==> config.mk <==
export PLATFORM = sky130hd
export DESIGN_NAME = sprite_attr_bank
export DESIGN_NICKNAME = d
export VERILOG_FILES = /design/src/rtl/sprite_attr_bank.sv
export SDC_FILE = /design/constraint.sdc
export NUM_CORES = 1
export LEC_CHECK = 0
export ABC_CLOCK_PERIOD_IN_PS = 3020
export BUFFER_PORTS_ARGS = -buffer_cell sky130_fd_sc_hd__buf_2
export CORE_UTILIZATION = 35
export CTS_CLUSTER_SIZE = 28
export DETAILED_ROUTE_END_ITERATION = 6
export MAX_ROUTING_LAYER = met4
export PLACE_DENSITY_LB_ADDON = 0.1
export SLEW_MARGIN = 20
export SYNTH_ARGS = -nofsm -noshare
export SYNTH_HDL_FRONTEND = slang
export SYNTH_SLANG_ARGS = --single-unit
export TNS_END_PERCENT = 50
==> constraint.sdc <==
create_clock -name clock -period 3.02 [get_ports clock]
set_input_delay 0.453 -clock clock [delete_from_list [all_inputs] [get_ports clock]]
set_output_delay 0.453 -clock clock [all_outputs]
set_load 0.05 [all_outputs]
==> src/rtl/sprite_attr_bank.sv <==
// Purpose     : shadow/active sprite attribute tables fed by the stack-machine write stream;
//               the shadow table is copied into the active table on each vblank rising edge.
// Latency     : table write visible in shadow 1 cycle after strobe; read port 1 cycle; commit NUM_SPRITES cycles.
// Backpressure: none; writes are accepted every cycle, including while a commit is running.
// Ports       : clock/reset (sync, active-high); write/wr_addr/wr_data write stream;
//               vblank level in; rd_index in, rd_x/rd_y/rd_attr/rd_en registered read data;
//               commit_busy, frame_count (completed commits), addr_err (sticky out-of-range write).
// Option      : define SPRITE_ADDR_ERR_EN to enable the sticky addr_err flag (tied 0 otherwise).
module sprite_attr_bank #(
    parameter int unsigned NUM_SPRITES = 8,
    parameter logic [7:0]  BASE_HI     = 8'hF0
) (
    input  logic        clock,
    input  logic        reset,
    input  logic        write,
    input  logic [15:0] wr_addr,
    input  logic [15:0] wr_data,
    input  logic        vblank,
    input  logic [5:0]  rd_index,
    output logic [9:0]  rd_x,
    output logic [9:0]  rd_y,
    output logic [7:0]  rd_attr,
    output logic        rd_en,
    output logic        commit_busy,
    output logic [15:0] frame_count,
    output logic        addr_err
);

    typedef enum logic {IDLE, COPY} state_e;

    localparam logic [6:0] N_SPR    = 7'(NUM_SPRITES);
    localparam logic [5:0] LAST_IDX = 6'(NUM_SPRITES - 1);

    logic [9:0] sh_x_q   [NUM_SPRITES];
    logic [9:0] sh_y_q   [NUM_SPRITES];
    logic [7:0] sh_attr_q[NUM_SPRITES];
    logic       sh_en_q  [NUM_SPRITES];
    logic [9:0] act_x_q   [NUM_SPRITES];
    logic [9:0] act_y_q   [NUM_SPRITES];
    logic [7:0] act_attr_q[NUM_SPRITES];
    logic       act_en_q  [NUM_SPRITES];

    state_e      state_q, state_d;
    logic [5:0]  k_q, k_d;
    logic [15:0] frame_count_q, frame_count_d;
    logic        vblank_q;
    logic        copy_en;
    logic [9:0]  rd_x_q, rd_x_d;
    logic [9:0]  rd_y_q, rd_y_d;
    logic [7:0]  rd_attr_q, rd_attr_d;
    logic        rd_en_q, rd_en_d;

    logic        in_win, wr_bad, wr_hit, start;
    logic [5:0]  wr_idx;
    logic [1:0]  wr_fld;
    logic        unused_data;

    assign in_win      = write && (wr_addr[15:8] == BASE_HI);
    assign wr_idx      = wr_addr[7:2];
    assign wr_fld      = wr_addr[1:0];
    assign wr_bad      = in_win && ({1'b0, wr_idx} >= N_SPR);
    assign wr_hit      = in_win && !wr_bad;
    assign start       = vblank && !vblank_q;
    // Upper data bits carry no field information.
    assign unused_data = ^wr_data[15:10];

    always_comb begin
        state_d       = state_q;
        k_d           = k_q;
        frame_count_d = frame_count_q;
        copy_en       = 1'b0;
        case (state_q)
            IDLE: begin
                if (start) begin
                    state_d = COPY;
                    k_d     = 6'd0;
                end
            end
            COPY: begin
                // A vblank edge seen here is dropped: no re-trigger, no queueing.
                copy_en = 1'b1;
                if (k_q == LAST_IDX) begin
                    state_d       = IDLE;
                    k_d           = 6'd0;
                    frame_count_d = frame_count_q + 16'd1;
                end else begin
                    k_d = k_q + 6'd1;
                end
            end
            default: state_d = IDLE;
        endcase
    end

    // Indices beyond the table read back as zero.
    always_comb begin
        rd_x_d    = '0;
        rd_y_d    = '0;
        rd_attr_d = '0;
        rd_en_d   = 1'b0;
        for (int i = 0; i < NUM_SPRITES; i++) begin
            if (rd_index == 6'(i)) begin
                rd_x_d    = act_x_q[i];
                rd_y_d    = act_y_q[i];
                rd_attr_d = act_attr_q[i];
                rd_en_d   = act_en_q[i];
            end
        end
    end

    always_ff @(posedge clock) begin
        if (reset) begin
            state_q       <= IDLE;
            k_q           <= '0;
            frame_count_q <= '0;
            vblank_q      <= 1'b0;
            rd_x_q        <= '0;
            rd_y_q        <= '0;
            rd_attr_q     <= '0;
            rd_en_q       <= 1'b0;
            for (int i = 0; i < NUM_SPRITES; i++) begin
                sh_x_q[i]     <= '0;
                sh_y_q[i]     <= '0;
                sh_attr_q[i]  <= '0;
                sh_en_q[i]    <= 1'b0;
                act_x_q[i]    <= '0;
                act_y_q[i]    <= '0;
                act_attr_q[i] <= '0;
                act_en_q[i]   <= 1'b0;
            end
        end else begin
            state_q       <= state_d;
            k_q           <= k_d;
            frame_count_q <= frame_count_d;
            vblank_q      <= vblank;
            rd_x_q        <= rd_x_d;
            rd_y_q        <= rd_y_d;
            rd_attr_q     <= rd_attr_d;
            rd_en_q       <= rd_en_d;
            for (int i = 0; i < NUM_SPRITES; i++) begin
                if (wr_hit && (wr_idx == 6'(i))) begin
                    case (wr_fld)
                        2'd0:    sh_x_q[i]    <= wr_data[9:0];
                        2'd1:    sh_y_q[i]    <= wr_data[9:0];
                        2'd2:    sh_attr_q[i] <= wr_data[7:0];
                        default: sh_en_q[i]   <= wr_data[0];
                    endcase
                end
                // Non-blocking reads of shadow give the pre-write value when a
                // write and the copy hit the same entry in one cycle.
                if (copy_en && (k_q == 6'(i))) begin
                    act_x_q[i]    <= sh_x_q[i];
                    act_y_q[i]    <= sh_y_q[i];
                    act_attr_q[i] <= sh_attr_q[i];
                    act_en_q[i]   <= sh_en_q[i];
                end
            end
        end
    end

`ifdef SPRITE_ADDR_ERR_EN
    logic addr_err_q;
    always_ff @(posedge clock) begin
        if (reset) begin
            addr_err_q <= 1'b0;
        end else if (wr_bad) begin
            addr_err_q <= 1'b1;
`ifdef TESTBENCH
            $display("sprite_attr_bank: out-of-range write addr=%h data=%h", wr_addr, wr_data);
`endif
        end
    end
    assign addr_err = addr_err_q;
`else
    assign addr_err = 1'b0;
`endif

    assign rd_x        = rd_x_q;
    assign rd_y        = rd_y_q;
    assign rd_attr     = rd_attr_q;
    assign rd_en       = rd_en_q;
    assign commit_busy = (state_q == COPY);
    assign frame_count = frame_count_q;

endmodule
; ---- Word level (Yosys, flattened, before mapping)
; Memory sizes are Yosys's and may differ from the RTL's.
; Cells that the tools add are included.
[classes]
addsub = 2
n_lt_le_gt_ge = 1
n_eq_ne = 25
mux = 229
bitwise = 65
reduce_logical = 28
[op_table]
columns = operator, count
row1 = 2-to-1 mux 10 bit, 48
row2 = 2-to-1 mux 8 bit, 24
row3 = 2-to-1 mux 1 bit, 153
row4 = equality test 6 x 3 -> 1 bit (second input constant), 12
row5 = OR 1 bit, 64
row6 = equality test 6 x 2 -> 1 bit (second input constant), 6
row7 = logical AND 1 bit, 20
row8 = equality test 6 x 1 -> 1 bit (second input constant), 3
row9 = logical NOT 6 bit, 3
row10 = adder 16 x 1 -> 16 bit (second input constant), 1
row11 = 2-to-1 mux 6 bit, 2
row12 = case mux 6 bit (2 select lines), 1
row13 = equality test 8 bit (second input constant), 1
row14 = adder 6 x 1 -> 6 bit (second input constant), 1
row15 = >= comparator 6 x 4 -> 1 bit (second input constant), 1
row16 = OR reduction 3 bit, 1
row17 = equality test 2 x 1 -> 1 bit (second input constant), 1
row18 = equality test 2 bit (second input constant), 1
row19 = logical NOT 1 bit, 2
row20 = logical NOT 2 bit, 1
row21 = != test 2 bit (second input constant), 1
row22 = case mux 1 bit (2 select lines), 1
row23 = AND reduction 2 bit, 1
row24 = NOT 1 bit, 1
[word_totals]
reg_bits = 53
mem_bits_rw = 464
in_bits = 42
output_inout_bits = 47
memories = 8
[memory_table]
columns = memory, depth, width, rd, rd_ports_with_merged_regs, wr, line_no
row1 = act_x_q, 8, 10, 8, 0, 8, 38  ; logic [9:0] act_x_q [NUM_SPRITES];
row2 = act_y_q, 8, 10, 8, 0, 8, 39  ; logic [9:0] act_y_q [NUM_SPRITES];
row3 = sh_x_q, 8, 10, 8, 0, 8, 34  ; logic [9:0] sh_x_q [NUM_SPRITES];
row4 = sh_y_q, 8, 10, 8, 0, 8, 35  ; logic [9:0] sh_y_q [NUM_SPRITES];
row5 = act_attr_q, 8, 8, 8, 0, 8, 40  ; logic [7:0] act_attr_q[NUM_SPRITES];
row6 = sh_attr_q, 8, 8, 8, 0, 8, 36  ; logic [7:0] sh_attr_q[NUM_SPRITES];
row7 = +2 memories, n/a, n/a, n/a, n/a, n/a, n/a

; ---- Depth between registers and ports, before layout
; Gate-level depths: netlist (run 1).
[depth]
word_depth = 10
ltp_mapped = 7
mapped_depth_nobuf = 5

; ---- Least setup slack after synthesis (run 1)
; OpenSTA, ideal clock, no wires.
[synth_path]
path_kind = reg-to-reg
start = reg state_q (netlist: commit_busy)
end = mem act_attr_q[4][0] (netlist: act_attr_q[1][0]), enable pin
t_arrival_ns = 2.403
required_time_ns = 2.599
slack_ns = 0.195
path_stages_with_launch = 4
path_buffers = 1
synth_period_minus_slack_ns = 2.825
cell_sequence = dfxtp_1 > buf_4 > nand3_1 > o21bai_1
[synth_lines]
columns = element, line_no
row1 = from (decl), 43  ; state_e state_q, state_d;
row2 = from (signal assigned), 131  ; state_q <= state_d;
row3 = to (decl), 40

; ---- Worst setup path after layout (run 1)
[layout_path]
start = reg k_q[1]
end = reg frame_count_q[15] (netlist: frame_count[15])
[layout_between]
elab_chain_cells = 2
[layout_rtl]
columns = element, line_no
row1 = from (decl), 44  ; logic [5:0] k_q, k_d;
row2 = from (signal assigned), 132  ; k_q <= k_d;
row3 = equality test 6 x 3 -> 1 bit, 82  ; if (k_q == LAST_IDX) begin
row4 = AND reduction 2 bit (no line), n/a
row5 = to (signal assigned), 133  ; frame_count_q <= frame_count_d;
row6 = to (decl), 45  ; logic [15:0] frame_count_q, frame_count_d;
; No other way between the ends.
; A chain may end at the register's enable or synchronous reset.

==> metrics, run 1 <==
status completed; DRC viols 0; port bufs 81; max-cap viol count 0; # clock sinks approximately 520; Core ar. 60,200 um^2; CP Max Fanout 9; CTS tree yes; routed vias/inst approximately 5.0; vias after detailed routing 12,653; initial antenna violation count 3; worst vdd ir 0.402 mV; H-Tree Depth 2; pwr dens 631 nW/um^2; Critical Path RT 3.56 ns; Slew headroom 0.393; Arr. time, crit path 2.95 ns; final worst path period need around 2.4 ns; # IOs slightly below 90; Die H approximately 250 um; vias in the first global route 12,516; share of layout cells above drive strength 1 0.165; f_max 414 MHz; Synth Instances 1,572; Remaining Overflow, GRT 0; post-synthesis sequential area ratio 0.705; yosys warns 0; first-pass GRT wire length 84,200 um; largest net degree at the start of global routing 66; Setup Viol. Count Final 0; count of hold-fix buffers inserted at cts 0; Clock Tree Buf Depth 3; First-pass DRT Iterations 5; Syn-to-layout area delta 16.2%; Slew Limit Fails 0; Detail Route Antenna Nets 0; CP endpoint kind flop; HP Class input port to flop; CP startpoint kind flop; Detailed Place HPWL roughly 37,000 um; EDFF count, synth 464; global-route usage over all layers 0.194; syn avg cell area ~14 um^2; final WL 58,000 um; RSZ-0062 raised after global routing no; ys flop type edfxtp_1; Setup CP Type flop to flop; PostCTS Resize Cnt 0; Static Leak 8.87 nW; Die X 249 um; Synthesized Nets roughly 1,600; placer congestion estimate around 0.79; Tightest Pin Transition roughly 0.91 ns; Mapped Area between 20,000 and 25,000 um^2; final hold slack 0.0904 ns; Final Skew around 0.018 ns; Final Hold Violating Endpoints 0; Layout Nets 1,736; CTS Buf Count 57; Worst-Skew Late Latency 0.61 ns; setup bufs post-CTS 0; clock-pin slew on the worst setup and hold paths 0.06 ns; Area contributors post-synth edfxtp_1, and2_1, dfxtp_1; TNS Setup 0 ns; WL/cell around 23 um; Row Count 90; Final period util 0.799; register bit total from synthesis just over 500; Root Driver clkbuf_16; drt initial violations a little over 800; fraction of registers with async set/reset 0; number of library cell types mapped by synthesis 55; initial core utilization 0.353; leading area contributor after synthesis edfxtp_1; Yosys top cell area share 0.655; die area a little over 60,000 um^2
critical path, stage by stage, from the launching register on:
cell and delay (ns):
dfxtp_1 0.39, ha_1 0.35, nand4bb_4 0.21, or4_1 0.73
or4_1 0.51, a21oi_1 0.15
layout by cell type, fill, tap and decap left out, types with 45 or more instances in the layout:
cell type	instances
and2_1	174
buf_2	78
buf_4	101
clkbuf_16	57
dfxtp_1	53
edfxtp_1	464
mux2i_1	54
nand2b_1	53
nand3_1	45
nor2_1	201
nor2b_1	63
o21ai_0	52
logic make-up (layout without fill, tap and decap cells):
kind of cell / Yosys count / after routing / synth area share
AOI/OAI and AO/OA: 200 / 200 / 0.0660
other: 1 / 2 / 0.000176
xor gates and xnor gates: 7 / 7 / 0.00288
and+or+nand+nor: 633 / 633 / 0.160
buffers and inverters: 145 / 303 / 0.0276
muxes: 64 / 64 / 0.0360
adders and majority gates: 5 / 5 / 0.00294
DFF: 517 / 517 / 0.705
worst paths after layout:
check,start,end,slack [ns],depth (start not counted)
worst min-delay path,vblank,vblank_q,0.09,2
worst max-delay path,k_q[1],frame_count[15],0.61,5
worst min register to register,frame_count[1],frame_count[1],0.50,2
worst max register to register,k_q[1],frame_count[15],0.61,5
metrics by stage:
stage | worst slack [ns] | cell area (um^2) | total power [mW] | instances | utilization
final | 0.607 | 24700 | 15.6 | 2513 | 0.410
after global routing | 0.479 | 24700 | 16.1 | 2512 | 0.410
after CTS | 0.595 | 24700 | 15.8 | 2512 | 0.410
after detailed placement | 0.300 | 23000 | 9.36 | 2412 | 0.382
after global placement | 0.331 | 23000 | 9.35 | 2412 | 0.382
after floorplan | 0.195 | 21300 | 8.90 | 1572 | -
per-layer routing:
metal	global-route usage	up-vias	wire, um
met3	0.0296	90	2470
met5	-	-	0
met2	0.316	321	28300
li1	-	5925	-
met4	0.0685	0	1990
met1	0.247	6317	25200
cells in the mapped netlist, drive strengths merged (4+ instances only):
cell type and number:
mux4 10, a21oi 19, nor4 7, or4 8, o21bai 11, inv 20, mux2i 54, and2 174
nor3 17, a211oi 14, xnor2 5, o31ai 4, a22o 19, clkbuf 86, a22oi 40, ha 5
nand2 36, dfxtp 53, edfxtp 464, nand2b 55, a221oi 20, nand3 49, or3 5, a41o 9
nor2b 63, o21ai 52, nor2 203, buf 39, nand4 5
state kept, by name, summed over array words and instances (netlist names):
signal       count
act_attr_q      64
act_en_q         8
act_x_q         80
act_y_q         80
commit_busy      1
frame_count     16
k_q              6
rd_attr          8
rd_en            1
rd_x            10
rd_y            10
sh_attr_q       64
sh_en_q          8
sh_x_q          80
sh_y_q          80
vblank_q         1
cell type report:
type / instances / area, um^2
fill: 5605 / 35500
clock inverter: 21 / 145
antenna: 1 / 2.50
timing repair buffer: 183 / 1220
tap: 782 / 978
multi-input combinational: 910 / 5770
inverter: 20 / 75.1
clock buffer: 79 / 1530
sequential: 517 / 15000
power breakdown:
part           internal (mW)  leakage (nW)  total, mW  switching, mW
clock network           3.66         0.817       6.40           2.74
registers               8.17          5.00       8.28          0.110
logic                  0.276          3.05      0.904          0.628
No activity file was read; power rests on OpenSTA's default activity.
==> run 2: changes to the inputs <==
--- a/config.mk
+++ b/config.mk
@@ -5,7 +5,7 @@
 export SDC_FILE = /design/constraint.sdc
 export NUM_CORES = 1
 export LEC_CHECK = 0
-export ABC_CLOCK_PERIOD_IN_PS = 3020
+export ABC_CLOCK_PERIOD_IN_PS = 2100
 export BUFFER_PORTS_ARGS = -buffer_cell sky130_fd_sc_hd__buf_2
 export CORE_UTILIZATION = 35
 export CTS_CLUSTER_SIZE = 28
==> constraint.sdc (replaced) <==
create_clock -name clock -period 2.1 [get_ports clock]
set_input_delay 0.315 -clock clock [delete_from_list [all_inputs] [get_ports clock]]
set_output_delay 0.315 -clock clock [all_outputs]
set_load 0.05 [all_outputs]
==> run 2 against run 1 <==
Compared with the run above:
- register-to-register slack lost 0.53 ns
- worst hold slack worse by 0.056 ns
- clock skew rose by 0.0087 ns
- the run now ends with DRC left
- final area increased by 6.2%
- wire length up 0.48%
- cell count grew 3.7%
==> metrics, run 2 (synthesized netlist as in run 1, its figures left out) <==
global-route usage over all layers 0.195 (+0.000655); final WL 58,300 um (+0.48%); RR Startpoint k_q[1]; Syn-to-layout area delta 23.3%; CTS Buf Count 56 (-1.8%); max-cap viol count 0 (unchanged); # clock sinks 517 (unchanged); placer congestion estimate 0.807 (+1.6%); WHS Endpoint k_q[1]; vias after detailed routing 12,925 (+2.1%); pwr dens 895 nW/um^2 (+42%); Row Count 90 (unchanged); Die X 249 um (unchanged); setup bufs post-CTS 0 (unchanged); Remaining Overflow, GRT 0 (unchanged); design area 26,200 um^2 (+6.2%); Worst-Skew Late Latency 0.61 ns (about the same); Die H 249 um (unchanged); HP Class input port to flop; Core ar. 60,200 um^2 (unchanged); # IOs 89 (unchanged); Setup Slack @ Placement -0.328 ns (-0.628 ns); share of layout cells above drive strength 1 0.216 (+0.0510); clock-pin slew on the worst setup and hold paths 0.06 ns (about the same); Detail Route Antenna Nets 0 (unchanged); drt initial violations 859 (+4.4%); commonest non-fill, non-tap cell in the layout edfxtp_1; Util after Layout 0.435 (+0.0253); final worst slack 0.0762 ns (-0.531 ns); DRC viols 2 (+2); CP endpoint kind flop; violated checks DRC; CP Max Fanout 9 (unchanged); routed vias/inst 4.96 (-1.5%); placed cell count 2,500 (+3.6%); Worst Reg-to-Reg Cells 6 (+1); H-Tree Depth 2 (unchanged); Slew Limit Fails 0 (unchanged); port bufs 81 (unchanged); TNS Setup 0 ns (unchanged); Static Leak 9.62 nW (+8.5%); worst vdd ir 0.587 mV (+46%); hold depth 2 (unchanged); Slew headroom 0.664 (+0.272); Final Skew 0.0270 ns (+0.00868 ns); Final period util 0.964 (+0.165); total power 23.5 mW (+51%); Final Hold Violating Endpoints 0 (unchanged); Root Driver clkbuf_16; Hold Path Origin reset; CP startpoint kind flop; First-pass DRT Iterations 7 (+2); Tightest Pin Transition 0.504 ns (-0.406 ns); Area after DPL 24,300 um^2 (+5.7%); first-pass GRT wire length 84,600 um (+0.47%); WL/cell 22.4 um (-3.1%); final cell count without fillers 2,606 (+3.7%); Critical R2R Capture frame_count[15]; die area 61,800 um^2 (unchanged); vias in the first global route 12,862 (+2.8%); Setup CP Type flop to flop; Clock Tree Buf Depth 3 (unchanged); status finished with violations; final hold slack 0.0344 ns (-0.0560 ns); R2R Setup Slk 0.08 ns (-0.53 ns); Arr. time, crit path 2.57 ns (-0.38 ns); Layout Nets 1,824 (+5.1%); initial antenna violation count 1 (-2); initial core utilization 0.353 (unchanged); Critical Path RT 2.65 ns (-0.91 ns); commonest non-fill, non-tap cells in the layout edfxtp_1, nor2_1, and2_1, buf_4, buf_2; largest net degree at the start of global routing 49 (-26%); Setup Viol. Count Final 0 (unchanged); final worst path period need 2.02 ns (-0.389 ns); CTS tree yes; Detailed Place HPWL 39,500 um (+6.9%); f_max 494 MHz (+19%)
-- run 2: power by group --
part	internal, mW	switching (mW)
registers	11.8	0.182
logic	0.568	0.925
clock network	6.04	4.00
-- run 2: repair_timing --
item | CTS | global route
gates resized for setup | 1 | 4
pin swaps | 0 | 0
endpoints found under the setup margin | 1 | 4
hold buffers | 1 | 0
endpoints found under the hold margin | 1 | 0
-- run 2: critical path, cell delays in order, from the launching register on --
cell,delay [ns]
dfxtp_2,0.35
ha_4,0.17
nand4bb_4,0.12
or4_1,0.57
buf_6,0.16
or4_1,0.46
a21oi_1,0.14
-- run 2: worst max path at each step --
stage / startpoint / end / slack (ns) / cells past startpoint
global placement: wr_addr[9] / sh_x_q[1][5] / -0.31 / 8
floorplan: commit_busy / frame_count[15] / -0.23 / 6
finish: k_q[1] / frame_count[15] / 0.08 / 6
detailed placement: wr_addr[9] / sh_x_q[1][5] / -0.33 / 8
global route: k_q[0] / frame_count[15] / -0.009 / 6
CTS: k_q[1] / frame_count[15] / 0.005 / 6
-- run 2: per-layer routing --
metal / routed length (um) / up-vias / global-route usage
li1: - / 6096 / -
met5: 0 / - / -
met1: 24400 / 6407 / 0.235
met3: 2330 / 98 / 0.0259
met2: 29700 / 324 / 0.333
met4: 1920 / 0 / 0.0729
-- run 2: area by class of cell --
cell class / count / area, um^2
fill: 5490 / 34000
sequential: 517 / 15000
multi-input combinational: 910 / 5870
timing repair buffer: 272 / 2440
clock buffer: 74 / 1520
tap: 782 / 978
clock inverter: 29 / 343
inverter: 20 / 75.1
antenna: 2 / 5.00
==> run 3: changes to the inputs <==
--- a/config.mk
+++ b/config.mk
@@ -5,6 +5,7 @@
 export SDC_FILE = /design/constraint.sdc
 export NUM_CORES = 1
 export LEC_CHECK = 0
+export ABC_AREA = 1
 export ABC_CLOCK_PERIOD_IN_PS = 2100
 export BUFFER_PORTS_ARGS = -buffer_cell sky130_fd_sc_hd__buf_2
 export CORE_UTILIZATION = 35
==> run 3 against run 2 <==
Compared with the run above:
- the flow now finishes without violations
- clock power decreased by 6%
- die area increased by 0.27%
- critical path type unchanged
- critical endpoint is now act_y_q[0][0]
- via count increased by 6.7%
- largest cell class unchanged
==> metrics, run 3 <==
status completed; Worst-Skew Late Latency 0.59 ns (-0.02 ns); RSZ-0062 raised after global routing no; placer congestion estimate 0.787 (-2.6%); port bufs 81 (unchanged); commonest non-fill, non-tap cells in the layout nor2_1, edfxtp_1, inv_1, nand2_1, buf_4; DRC viols 0 (-2); number of library cell types mapped by synthesis 39 (-29%); fraction of registers with async set/reset 0 (unchanged); Synth Instances 1,991 (+27%); vias after detailed routing 13,788 (+6.7%); Die X 249 um (+0.13%); CTS Buf Count 55 (-1.8%); global-route usage over all layers 0.190 (-0.00539); First-pass DRT Iterations 7 (unchanged); critical path startpoint k_q[4]; Syn-to-layout area delta 19.2%; total power 22.5 mW (-4.2%); syn avg cell area 10.7 um^2 (-21%); final WL 56,200 um (-3.6%); RR Startpoint k_q[4]; Static Leak 10.9 nW (+13%); Clock Tree Buf Depth 3 (unchanged); CP Max Fanout 29 (+20); # IOs 89 (unchanged); commonest non-fill, non-tap cell in the layout nor2_1; Hold Path Origin reset; Die H 249 um (+0.13%); setup bufs post-CTS 0 (unchanged); Mapped Area 21,300 um^2 (+0.27%); Row Count 90 (unchanged); share of layout cells above drive strength 1 0.143 (-0.0723); die area 61,900 um^2 (+0.27%); post-synthesis sequential area ratio 0.703 (-0.00190); Final Skew 0.0154 ns (-0.0116 ns); clock-pin slew on the worst setup and hold paths 0.06 ns (about the same); EDFF count, synth 464 (unchanged); CP startpoint kind flop; vias in the first global route 13,615 (+5.9%); pwr dens 884 nW/um^2 (-1.2%); drt initial violations 799 (-7.0%); routed vias/inst 4.63 (-6.7%); antenna diode count 0 (-2); Tightest Pin Transition 0.929 ns (+0.425 ns); CP endpoint kind flop; first-pass GRT wire length 85,000 um (+0.39%); Root Driver clkbuf_16; Synthesized Nets 2,038 (+26%); # clock sinks 517 (unchanged); Setup Viol. Count Final 0 (unchanged); Yosys top cell area share 0.653 (-0.00177); Slew headroom 0.380 (-0.284); final hold slack 0.228 ns (+0.193 ns); Core ar. 60,200 um^2 (unchanged); ys flop type edfxtp_1; Setup CP Type flop to flop; CTS tree yes; f_max 544 MHz (+10%); Arr. time, crit path 2.12 ns (-0.45 ns); WL/cell 18.9 um (-16%); max-cap viol count 0 (unchanged); leading area contributor after synthesis edfxtp_1; final worst path period need 1.84 ns (-0.187 ns); register bit total from synthesis 517 (unchanged); yosys warns 0 (unchanged); largest net degree at the start of global routing 57 (+16%); Remaining Overflow, GRT 0 (unchanged); Slew Limit Fails 0 (unchanged); Detailed Place HPWL 36,500 um (-7.7%); Detail Route Antenna Nets 0 (unchanged); Layout Nets 2,200 (+21%); top-count cell post-synth nor2_1; Post-synth top cells nor2_1, edfxtp_1, inv_1; Area contributors post-synth edfxtp_1, nor2_1, inv_1; H-Tree Depth 2 (unchanged); worst vdd ir 0.594 mV (+1.3%); Fillers 5,715 (+4.1%); initial antenna violation count 1 (unchanged); Critical Path RT 2.38 ns (-0.27 ns); Util after Layout 0.422 (-0.0133); HP Class input port to flop; Final period util 0.875 (-0.0888); Final Hold Violating Endpoints 0 (unchanged); initial core utilization 0.354 (+0.000955)
[run 3: changes by cell type in the layout (fill, tap and decap cells not counted), moves of 24 or more]
| cell | previous run | this run |
|---|---|---|
| nand2b_1 | 51 | 0 |
| buf_4 | 144 | 85 |
| mux2i_1 | 54 | 0 |
| a22oi_1 | 40 | 0 |
| nor2b_1 | 63 | 0 |
| nand4_1 | 5 | 78 |
| nand2_1 | 36 | 180 |
| nor2_1 | 201 | 497 |
| inv_1 | 20 | 368 |
| o21bai_1 | 2 | 28 |
| nand3_1 | 45 | 69 |
| and2_1 | 174 | 1 |
[run 3: cell type report]
class,count,area [um^2],share of cell area
clock buffer,74,1500,0.0589
clock inverter,27,231,0.00910
inverter,376,1410,0.0555
multi-input combinational,999,4520,0.178
sequential,517,15000,0.590
tap,782,978,0.0385
timing repair buffer,204,1790,0.0705
[run 3: timing repair]
action                                 in CTS  in global routing
endpoints found under the hold margin       1                  0
hold buffers                                1                  0
resized for setup                           0                  0
[run 3: worst paths after layout]
kind / endpoint / slack (ns) / depth (start not counted)
setup reg to reg: act_y_q[0][0] / 0.26 / 7
hold reg to reg: frame_count[15] / 0.51 / 2
hold / removal: frame_count[8] / 0.23 / 3
setup / recovery: act_y_q[0][0] / 0.26 / 7
[run 3: logic make-up after synthesis]
group	Yosys count	synth area share
and+or+nand+nor	861	0.171
DFF	517	0.703
buffers and inverters	475	0.0872
AOI/OAI and AO/OA	128	0.0340
adders and majority gates	5	0.00293
xor gates and xnor gates	4	0.00164
other	1	0.000176
[run 3: stage by stage]
step	setup WS, ns	area [um^2]	std cells	TNS (ns)
after global routing	0.123	25400	2979	0
final	0.263	25400	2979	0
after floorplan	-0.0240	21400	1991	-0.958
after CTS	0.228	25400	2979	0
after global placement	-0.00987	23700	2877	-0.0136
after detailed placement	-0.0597	23700	2877	-0.858
[run 3: per-layer routing]
| metal | GRT usage | vias to the layer above | share of wire |
|---|---|---|---|
| met4 | 0.0579 | 0 | 0.028 |
| met1 | 0.240 | 6686 | 0.44 |
| met5 | - | - | 0 |
| met2 | 0.312 | 246 | 0.49 |
| li1 | - | 6762 | - |
| met3 | 0.0310 | 94 | 0.041 |
[run 3: critical path: stages, from the launching register on]
cell and delay, ns:
dfxtp_1 0.36, nor2_2 0.15, inv_1 0.10, nor2_4 0.16
inv_1 0.11, nor3_2 0.21, or2_2 0.19, buf_12 0.21
[run 3: power breakdown]
group | internal (mW) | switching [mW]
Combinational | 0.349 | 0.843
Sequential | 11.7 | 0.143
Clock | 5.47 | 3.95
